**config.mk**
```make
export PLATFORM = sky130hd
export DESIGN_NAME = gray_step_tx_flat
export DESIGN_NICKNAME = d
export VERILOG_FILES = /design/src/rtl/gray_step_if.sv /design/src/rtl/gray_step_tx.sv /design/src/flat_wrapper.sv
export SDC_FILE = /design/constraint.sdc
export NUM_CORES = 1
export LEC_CHECK = 0
export CORE_UTILIZATION = 35
export CTS_CLUSTER_DIAMETER = 30
export DETAILED_ROUTE_END_ITERATION = 8
export SLEW_MARGIN = 10
export SYNTH_ARGS = -nofsm -noshare
export SYNTH_HDL_FRONTEND = slang
export SYNTH_SLANG_ARGS = --single-unit
```
**constraint.sdc**
```tcl
create_clock -name clk -period 2.55 [get_ports clk]
set_input_delay 0.51 -clock clk [delete_from_list [all_inputs] [get_ports clk]]
set_output_delay 0.51 -clock clk [all_outputs]
set_load 0.005 [all_outputs]
```
**src/rtl/gray_step_if.sv**
```systemverilog
// Request/position bundle between a requester and gray_step_tx.
interface gray_step_if #(
  parameter int unsigned WIDTH = 4
);
  logic [WIDTH-1:0] bin_i;
  logic             valid_i;
  logic             ready_o;
  logic [WIDTH-1:0] gray_o;
  logic [WIDTH-1:0] bin_o;
  logic             busy_o;
  logic             done_o;

  modport master (
    output bin_i, valid_i,
    input  ready_o, gray_o, bin_o, busy_o, done_o
  );

  modport slave (
    input  bin_i, valid_i,
    output ready_o, gray_o, bin_o, busy_o, done_o
  );
endinterface

```
**src/rtl/gray_step_tx.sv**
```systemverilog
// Walks a registered Gray-code position toward a requested binary target,
// one single-bit code change every STEP_CYCLES clocks.
module gray_step_tx #(
  parameter int unsigned WIDTH       = 4,
  parameter int unsigned STEP_CYCLES = 1,
  parameter int unsigned WRAP        = 0
) (
  input  logic        clk,
  input  logic        rst_n,
  gray_step_if.slave  bus
);

  localparam int unsigned TW = (STEP_CYCLES > 1) ? $clog2(STEP_CYCLES) : 1;
  localparam logic [WIDTH-1:0] HALF   = WIDTH'(1) << (WIDTH - 1);
  localparam logic [TW-1:0]    RELOAD = TW'(STEP_CYCLES - 1);

  typedef enum logic [1:0] {
    IDLE = 2'd0,
    STEP = 2'd1,
    DONE = 2'd2
  } state_t;

  state_t           state_q, state_d;
  logic [WIDTH-1:0] pos_q, pos_d;
  logic [WIDTH-1:0] target_q, target_d;
  logic             dir_up_q, dir_up_d;
  logic [TW-1:0]    timer_q, timer_d;
  logic [WIDTH-1:0] gray_q, gray_d;
  logic             ready_q, ready_d;
  logic             busy_q, busy_d;
  logic             done_q, done_d;

  logic [WIDTH-1:0] diff_up_c;
  logic             go_up_c;

  // Direction is decided once, from the target presented at accept.
  always_comb begin
    diff_up_c = bus.bin_i - pos_q;
    if (WRAP != 0) begin
      go_up_c = (diff_up_c <= HALF);
    end else begin
      go_up_c = (bus.bin_i > pos_q);
    end
  end

  // State and output registers.
  always_ff @(posedge clk) begin
    if (!rst_n) begin
      state_q  <= IDLE;
      pos_q    <= '0;
      target_q <= '0;
      dir_up_q <= 1'b0;
      timer_q  <= '0;
      gray_q   <= '0;
      ready_q  <= 1'b1;
      busy_q   <= 1'b0;
      done_q   <= 1'b0;
    end else begin
      state_q  <= state_d;
      pos_q    <= pos_d;
      target_q <= target_d;
      dir_up_q <= dir_up_d;
      timer_q  <= timer_d;
      gray_q   <= gray_d;
      ready_q  <= ready_d;
      busy_q   <= busy_d;
      done_q   <= done_d;
    end
  end

  // Next-state and datapath.
  always_comb begin
    state_d  = state_q;
    pos_d    = pos_q;
    target_d = target_q;
    dir_up_d = dir_up_q;
    timer_d  = timer_q;
    unique case (state_q)
      IDLE: begin
        if (bus.valid_i) begin
          target_d = bus.bin_i;
          if (bus.bin_i == pos_q) begin
            state_d = DONE;
          end else begin
            state_d  = STEP;
            timer_d  = RELOAD;
            dir_up_d = go_up_c;
          end
        end
      end
      STEP: begin
        if (timer_q != '0) begin
          timer_d = timer_q - TW'(1);
        end else begin
          pos_d = dir_up_q ? (pos_q + WIDTH'(1)) : (pos_q - WIDTH'(1));
          if (pos_d == target_q) begin
            state_d = DONE;
          end else begin
            timer_d = RELOAD;
          end
        end
      end
      DONE: begin
        state_d = IDLE;
      end
      default: begin
        state_d = IDLE;
      end
    endcase
  end

  // Outputs are decoded from the next state so they land in flops.
  always_comb begin
    ready_d = (state_d == IDLE);
    busy_d  = (state_d == STEP);
    done_d  = (state_d == DONE);
    gray_d  = pos_d ^ (pos_d >> 1);
  end

  assign bus.ready_o = ready_q;
  assign bus.busy_o  = busy_q;
  assign bus.done_o  = done_q;
  assign bus.gray_o  = gray_q;
  assign bus.bin_o   = pos_q;

endmodule

```
**src/flat_wrapper.sv**
```systemverilog
// flat-port wrapper written by rule: the top's interface ports become plain ports
module gray_step_tx_flat 
#(
  parameter int unsigned WIDTH       = 4,
  parameter int unsigned STEP_CYCLES = 1,
  parameter int unsigned WRAP        = 0
)
  (clk, rst_n, bus_bin_i, bus_valid_i, bus_ready_o, bus_gray_o, bus_bin_o, bus_busy_o, bus_done_o);
  gray_step_if #(.WIDTH(WIDTH)) bus_i ();
  input  logic clk;
  input  logic rst_n;
  input wire logic [$bits(bus_i.bin_i)-1:0] bus_bin_i;
  input wire logic [$bits(bus_i.valid_i)-1:0] bus_valid_i;
  output wire logic [$bits(bus_i.ready_o)-1:0] bus_ready_o;
  output wire logic [$bits(bus_i.gray_o)-1:0] bus_gray_o;
  output wire logic [$bits(bus_i.bin_o)-1:0] bus_bin_o;
  output wire logic [$bits(bus_i.busy_o)-1:0] bus_busy_o;
  output wire logic [$bits(bus_i.done_o)-1:0] bus_done_o;
  assign bus_i.bin_i = bus_bin_i;
  assign bus_i.valid_i = bus_valid_i;
  assign bus_ready_o = bus_i.ready_o;
  assign bus_gray_o = bus_i.gray_o;
  assign bus_bin_o = bus_i.bin_o;
  assign bus_busy_o = bus_i.busy_o;
  assign bus_done_o = bus_i.done_o;
  gray_step_tx #(.WIDTH(WIDTH), .STEP_CYCLES(STEP_CYCLES), .WRAP(WRAP)) u_core (.clk(clk), .rst_n(rst_n), .bus(bus_i));
endmodule
```
# After elaboration in Yosys (flattened, before gate mapping)
# Index checks and enable logic that the tools add are counted.
[op_classes]
n_lt_le_gt_ge = 1
reduce_logical = 6
n_mux = 12
n_eq_ne = 7
bitwise = 2
n_addsub = 3
[op_table]
columns = ["cell", "count"]
rows = [
  ["4-bit 2-to-1 mux", 3],
  ["4-bit equality test", 2],
  ["2-bit 2-to-1 mux", 4],
  ["3-bit AND reduction", 2],
  ["4-bit by 1-bit adder with 4-bit output, second input constant", 1],
  ["2-bit by 1-bit equality test with 1-bit output, second input constant", 2],
  ["4-bit greater-than comparator", 1],
  ["2-bit logical NOT", 2],
  ["2-bit != test, second input constant", 2],
  ["2-bit one-hot mux with 2 select lines", 1],
  ["4-bit by 1-bit subtractor with 4-bit output, second input constant", 1],
  ["4-bit by 3-bit bitwise XOR with 4-bit output", 1],
  ["1-bit 2-to-1 mux", 3],
  ["2-bit equality test, second input constant", 1],
  ["1-bit one-hot mux with 2 select lines", 1],
  ["2-bit AND reduction", 1],
  ["2-bit nonzero test", 1],
  ["1-bit NOT", 1],
  ["1-bit subtractor, second input constant", 1],
]
[word_totals]
output_inout_bits = 11
regBits = 19
inputBits = 7
wordCells = 40

# Longest topological paths before layout
[logic_depth]
word_depth = 7
mapped_depth = 6
ltp_nobuf = 6

# Worst setup path after synthesis
# Ideal clock, no wire load.
[synth_timing]
path_kind = "reg2reg"
start = "register u_core.pos_q[0] (netlist: u_core.bus.bin_o[0])"
end = "register u_core.busy_q (netlist: u_core.bus.busy_o)"
path_buffers = 0
setup_ns = 0.131
stages_incl_launch_ff = 7
slack_ns = 0.598
required_ns = 2.419
arrival_ns = 1.821
period_less_slack_ns = 1.952
path_cell_list = "dfxtp_1 inv_1 fa_1 xor2_2 xnor2_1 nor4_1 a21oi_1"
[synth_via]
elab_chain_len = 7
elab_cells_between_ends = 11
classes_between = "add/sub: 2; eq/ne: 3; mux: 6"
[synth_rtl]
columns = ["element", "line", "rtl"]
rows = [
  ["from (decl)", "gray_step_tx.sv:24", "logic [WIDTH-1:0] pos_q, pos_d;"],
  ["from (signal assigned)", "gray_step_tx.sv:60", "pos_q <= pos_d;"],
  ["4-bit by 1-bit subtractor with 4-bit output / 4-bit by 1-bit adder with 4-bit output (equally long branches)", "gray_step_tx.sv:95", "pos_d = dir_up_q ? (pos_q + WIDTH'(1)) : (pos_q - WIDTH'(1));"],
  ["4-bit 2-to-1 mux", "gray_step_tx.sv:95", ""],
  ["4-bit equality test", "gray_step_tx.sv:96", "if (pos_d == target_q) begin"],
  ["2-bit 2-to-1 mux", "gray_step_tx.sv:96", ""],
  ["2-bit 2-to-1 mux", "gray_step_tx.sv:92", "if (timer_q != '0) begin"],
  ["2-bit one-hot mux with 2 select lines *", "gray_step_tx.sv:78", "unique case (state_q)"],
  ["2-bit by 1-bit equality test with 1-bit output *", "gray_step_tx.sv:115", "busy_d = (state_d == STEP);"],
  ["to (signal assigned)", "gray_step_tx.sv:66", "busy_q <= busy_d;"],
  ["to (decl)", "gray_step_tx.sv:30", "logic busy_q, busy_d;"],
]
# Every way passes the cells marked *; elsewhere a longest branch is shown, timed or not.
# A chain may end at the register's enable or synchronous reset.

# Final worst setup path
[layout_timing]
start = "register u_core.pos_q[1] (netlist: u_core.bus.bin_o[1])"
end = "register u_core.busy_q (netlist: u_core.bus.busy_o)"
# The elaborated chain is that of the path after synthesis.

==> summary.md <==
The tools report the root cell of the clock tree as clkbuf_4. Synthesis produced 101 cells. TritonCTS built the clock tree.

On the final layout, the worst clock skew is 4.97 ps. The floorplan step defined a core boundary enclosing 2500 sq um. At the pin with the least slew margin, the transition time is 633 ps. In the final layout, flip-flops and latches occupy 340 sq um. After detailed routing, the wire length on met1 is 884 um. The power density over cell area is 754 nW/um^2.

Counting instances, the worst hold path has a depth of 2. The count of buffers added by post-CTS timing repair for setup was 0; the net count after synthesis was 115. The number of iterations in the first detailed-routing pass is 4.

After detailed routing, the met2 layer carries 794 um of wire. For the deepest clock path buffer count, the log shows 2. Maximum level of the CTS H-tree: 1. The compound-gate portion of the synthesized area was 0.146; the worst setup slack for register-to-register paths was 420 ps.

Switching power as a share of total power: 0.362. For the number of hold buffers added after CTS, the log shows 0. The fraction of the cycle the final worst path needs works out to 0.837. The synthesized area per cell came out at 9.25 sq um. The Yosys step of the flow raised 0 warnings. For the combinational fraction of design power, the log shows 0.453. The cell area after technology mapping is 935 sq um, and the multi-input combinational cell area is 549 sq um. The share of flip-flops with an asynchronous set or reset after synthesis works out to 0. The reg-to-reg startpoint was u_core.bus.bin_o[1]$_SDFF_PN0_.

In the synthesized netlist the dominant register cell turns out to be dfxtp_1. The first global-routing pass estimated 3.03 mm of wire. The largest net degree at the start of global routing is 12, and the endpoint arrival time on the critical path is 2310 ps. Across all hold checks on the routed design, the worst slack comes to 542 ps. The final antenna diode count is 0, and the share of the synthesized netlist area taken by xor and xnor gates is 0.102. The via count of the first global-routing pass was 670; the number of fill cells was 257. The fraction of the mapped netlist area in simple logic gates works out to 0.195. The worst hold path begins at u_core.target_q[3]$_SDFFE_PN0P_. The total DRC errors in the routed layout came out at 0. The flow ran to the end, and the final reports show no timing, DRC or antenna violations. For the number of cells upsized or downsized after cts, the log shows 0.

The floorplan step defined a die boundary enclosing 2880 sq um. Setup violations remaining at the end of the flow were counted as 0. STA classifies the critical path startpoint as a register. STA classifies the critical path endpoint as a register.

The area share of fa/ha/maj cells after synthesis came out at 0.102. The routed design could run at a clock period as short as 2130 ps. The routed design uses 103 um of met3 wire. The tools report the portion of the post-synthesis area used by sequential elements as 0.364.

The endpoint of the most critical register-to-register path is u_core.bus.busy_o$_SDFF_PN0_. For this run, the post-layout net count is 136. VDD sags by at most 0.376 mV. The multiplexer share of the synthesized area is 0.0428. The count of flip-flops with a built-in enable after synthesis works out to 0. Adding up every negative setup slack in the final design gives 0 ps. The tools report the final core utilization as 0.469. At the placement stage, the worst setup path has a slack of 326 ps. Power comes to 0.885 mW. After detailed placement, the design holds a cell count of 147. The top layer reached by signal wires was met3. Setup repair after global routing left no endpoint under its margin.

For this block, the initial DRC count from the detailed router was 9. The logs give 290 ps for the source-to-sink clock delay at the later pin of the worst-skew pair and 2730 ps for the endpoint required time on the critical path. Measured along the x axis, the die boundary spans 53.7 um. In this run, synthesis produced a sequential element count of 17. Placed cell area: 1150 sq um.

Half-perimeter wire length of the detailed placement result: 1.39 mm. The run gives 0.469 nW as the leakage power. The worst setup margin came out at 417 ps. At the end of routability-driven placement, the weighted congestion stood at 0.762.

The number of top-level pins is 18, and the net switching power is 0.321 mW. The internal power of the cells came out at 0.564 mW. The top cell types in the final layout, fill and taps aside, are clkdlybuf4s50_1, dfxtp_1, inv_1, nand2_1, nor2b_1.

Number of sinks handled by clock tree synthesis: 17. The run gives 32 as the post-synthesis cell type count. The clock input transition at the sequential cells of the worst setup and hold paths is 110 ps. The finished cells cover 1170 sq um. The aggregate routed wire length is 1.78 mm, and the total CTS buffers is 3. The critical path is of the register to register type. The initial antenna violation count was 0. The logs give 18 for the count of standard-cell rows and 0 for the hold violation count in the final report.

The effective utilization at floorplan came out at 0.374. The tools report the capture endpoint of the worst hold path as u_core.target_q[3]$_SDFFE_PN0P_. The detail route stage leaves a number of antenna-violating nets equal to 0. Routed wire length per instance: 11.8 um. Timing would allow up to 469 MHz.

During placement, the flow inserted port buffers numbering 17. The register share of total power is 0.379, and the maximum net fanout on the critical path is 5. The total grt overflow is 0, and the ratio of cells with drive above 1 in the final layout is 0.0909.

The cell count of the worst reg-to-reg path is 6, and the relative max-transition margin is 0.577. The die span in y came out at 53.7 um. In this run the worst hold path is classified as register to register. In the routed layout, each cell is associated on average with a via count of 4.85. The detailed router placed 732 vias in this run.

For the overall routing resource usage, the log shows 0.147. The logs give 0.168 for the clock network fraction of design power and 0 for the number of violations of the max-capacitance limit. The max-slew violation count is 0, and the synthesis-to-layout area growth is 25.6%. The largest family of logic cells by synthesized area was simple AND/OR/NAND/NOR gates.

After the flow finishes, the layout carries non-filler instances totaling 151.
## synth_stat cells (3+ instances only)
cell / number / area, sq um
xnor2_1: 6 / 52.6
clkbuf_1: 3 / 11.3
nor2b_1: 7 / 43.8
mux2i_1: 4 / 40.0
dfxtp_1: 17 / 340
xor2_1: 3 / 26.3
nor2_1: 3 / 11.3
nand2_1: 7 / 26.3
inv_1: 7 / 26.3
o21ai_0: 6 / 30.0
o21a_1: 4 / 30.0
ha_1: 6 / 75.1
a21oi_1: 4 / 20.0
## power by group through the flow
stage                     logic, mW  clock network, mW  registers [mW]
after floorplan               0.270                  0           0.344
after global placement        0.399                  0           0.342
after detailed placement      0.402                  0           0.343
after CTS                     0.405              0.158           0.337
after global routing          0.446              0.169           0.342
final                         0.401              0.149           0.335
## worst max-delay path by stage
stage / slack (ps) / startpoint / cells past startpoint / end
final: 420 / u_core.bus.bin_o[1]$_SDFF_PN0_ / 6 / u_core.bus.busy_o$_SDFF_PN0_
after global routing: 290 / u_core.bus.bin_o[1]$_SDFF_PN0_ / 6 / u_core.bus.busy_o$_SDFF_PN0_
after CTS: 390 / u_core.bus.bin_o[1]$_SDFF_PN0_ / 6 / u_core.bus.busy_o$_SDFF_PN0_
after detailed placement: 330 / bus_bin_i[0] / 7 / u_core.bus.busy_o$_SDFF_PN0_
after global placement: 400 / bus_bin_i[0] / 7 / u_core.bus.busy_o$_SDFF_PN0_
after floorplan: 600 / u_core.bus.bin_o[0]$_SDFF_PN0_ / 6 / u_core.bus.busy_o$_SDFF_PN0_
## flip-flops by register name (all words and copies together), names as in the netlist
signal	cells
u_core.bus.busy_o	1
u_core.target_q	4
u_core.dir_up_q	1
u_core.state_q	2
u_core.bus.gray_o	4
u_core.bus.ready_o	1
u_core.bus.bin_o	3
u_core.bus.done_o	1
## logic make-up (layout without fill, tap and decap cells)
kind of cell	after synthesis	after routing
AO/OA/AOI/OAI	21	21
XOR/XNOR	10	10
buffers and inverters	11	31
adder cells (fa/ha/maj)	7	7
flip-flops	17	17
AND/OR/NAND/NOR	31	31
multiplexers	4	4
## per-layer routing
layer	vias to the layer above	GRT usage
met1	324	0.193
met2	22	0.241
met3	0	0.0508
li1	386	-
met5	-	0
met4	0	0.0132
## worst max-delay path, stage by stage, from the launching register on
cell     delay, ps
dfxtp_1        450
inv_1          120
fa_1           450
xor2_2         340
xnor2_1        150
nor4_1         370
a21oi_1        130
## layout make-up
cell class | instances | share of cell area
clock buffer | 3 | 0.0192
clock inverter | 1 | 0.00426
inverter | 7 | 0.0224
multi-input combinational | 73 | 0.468
sequential | 17 | 0.290
tap | 30 | 0.0320
timing repair buffer | 20 | 0.164
(Power assumes the default switching activity.)
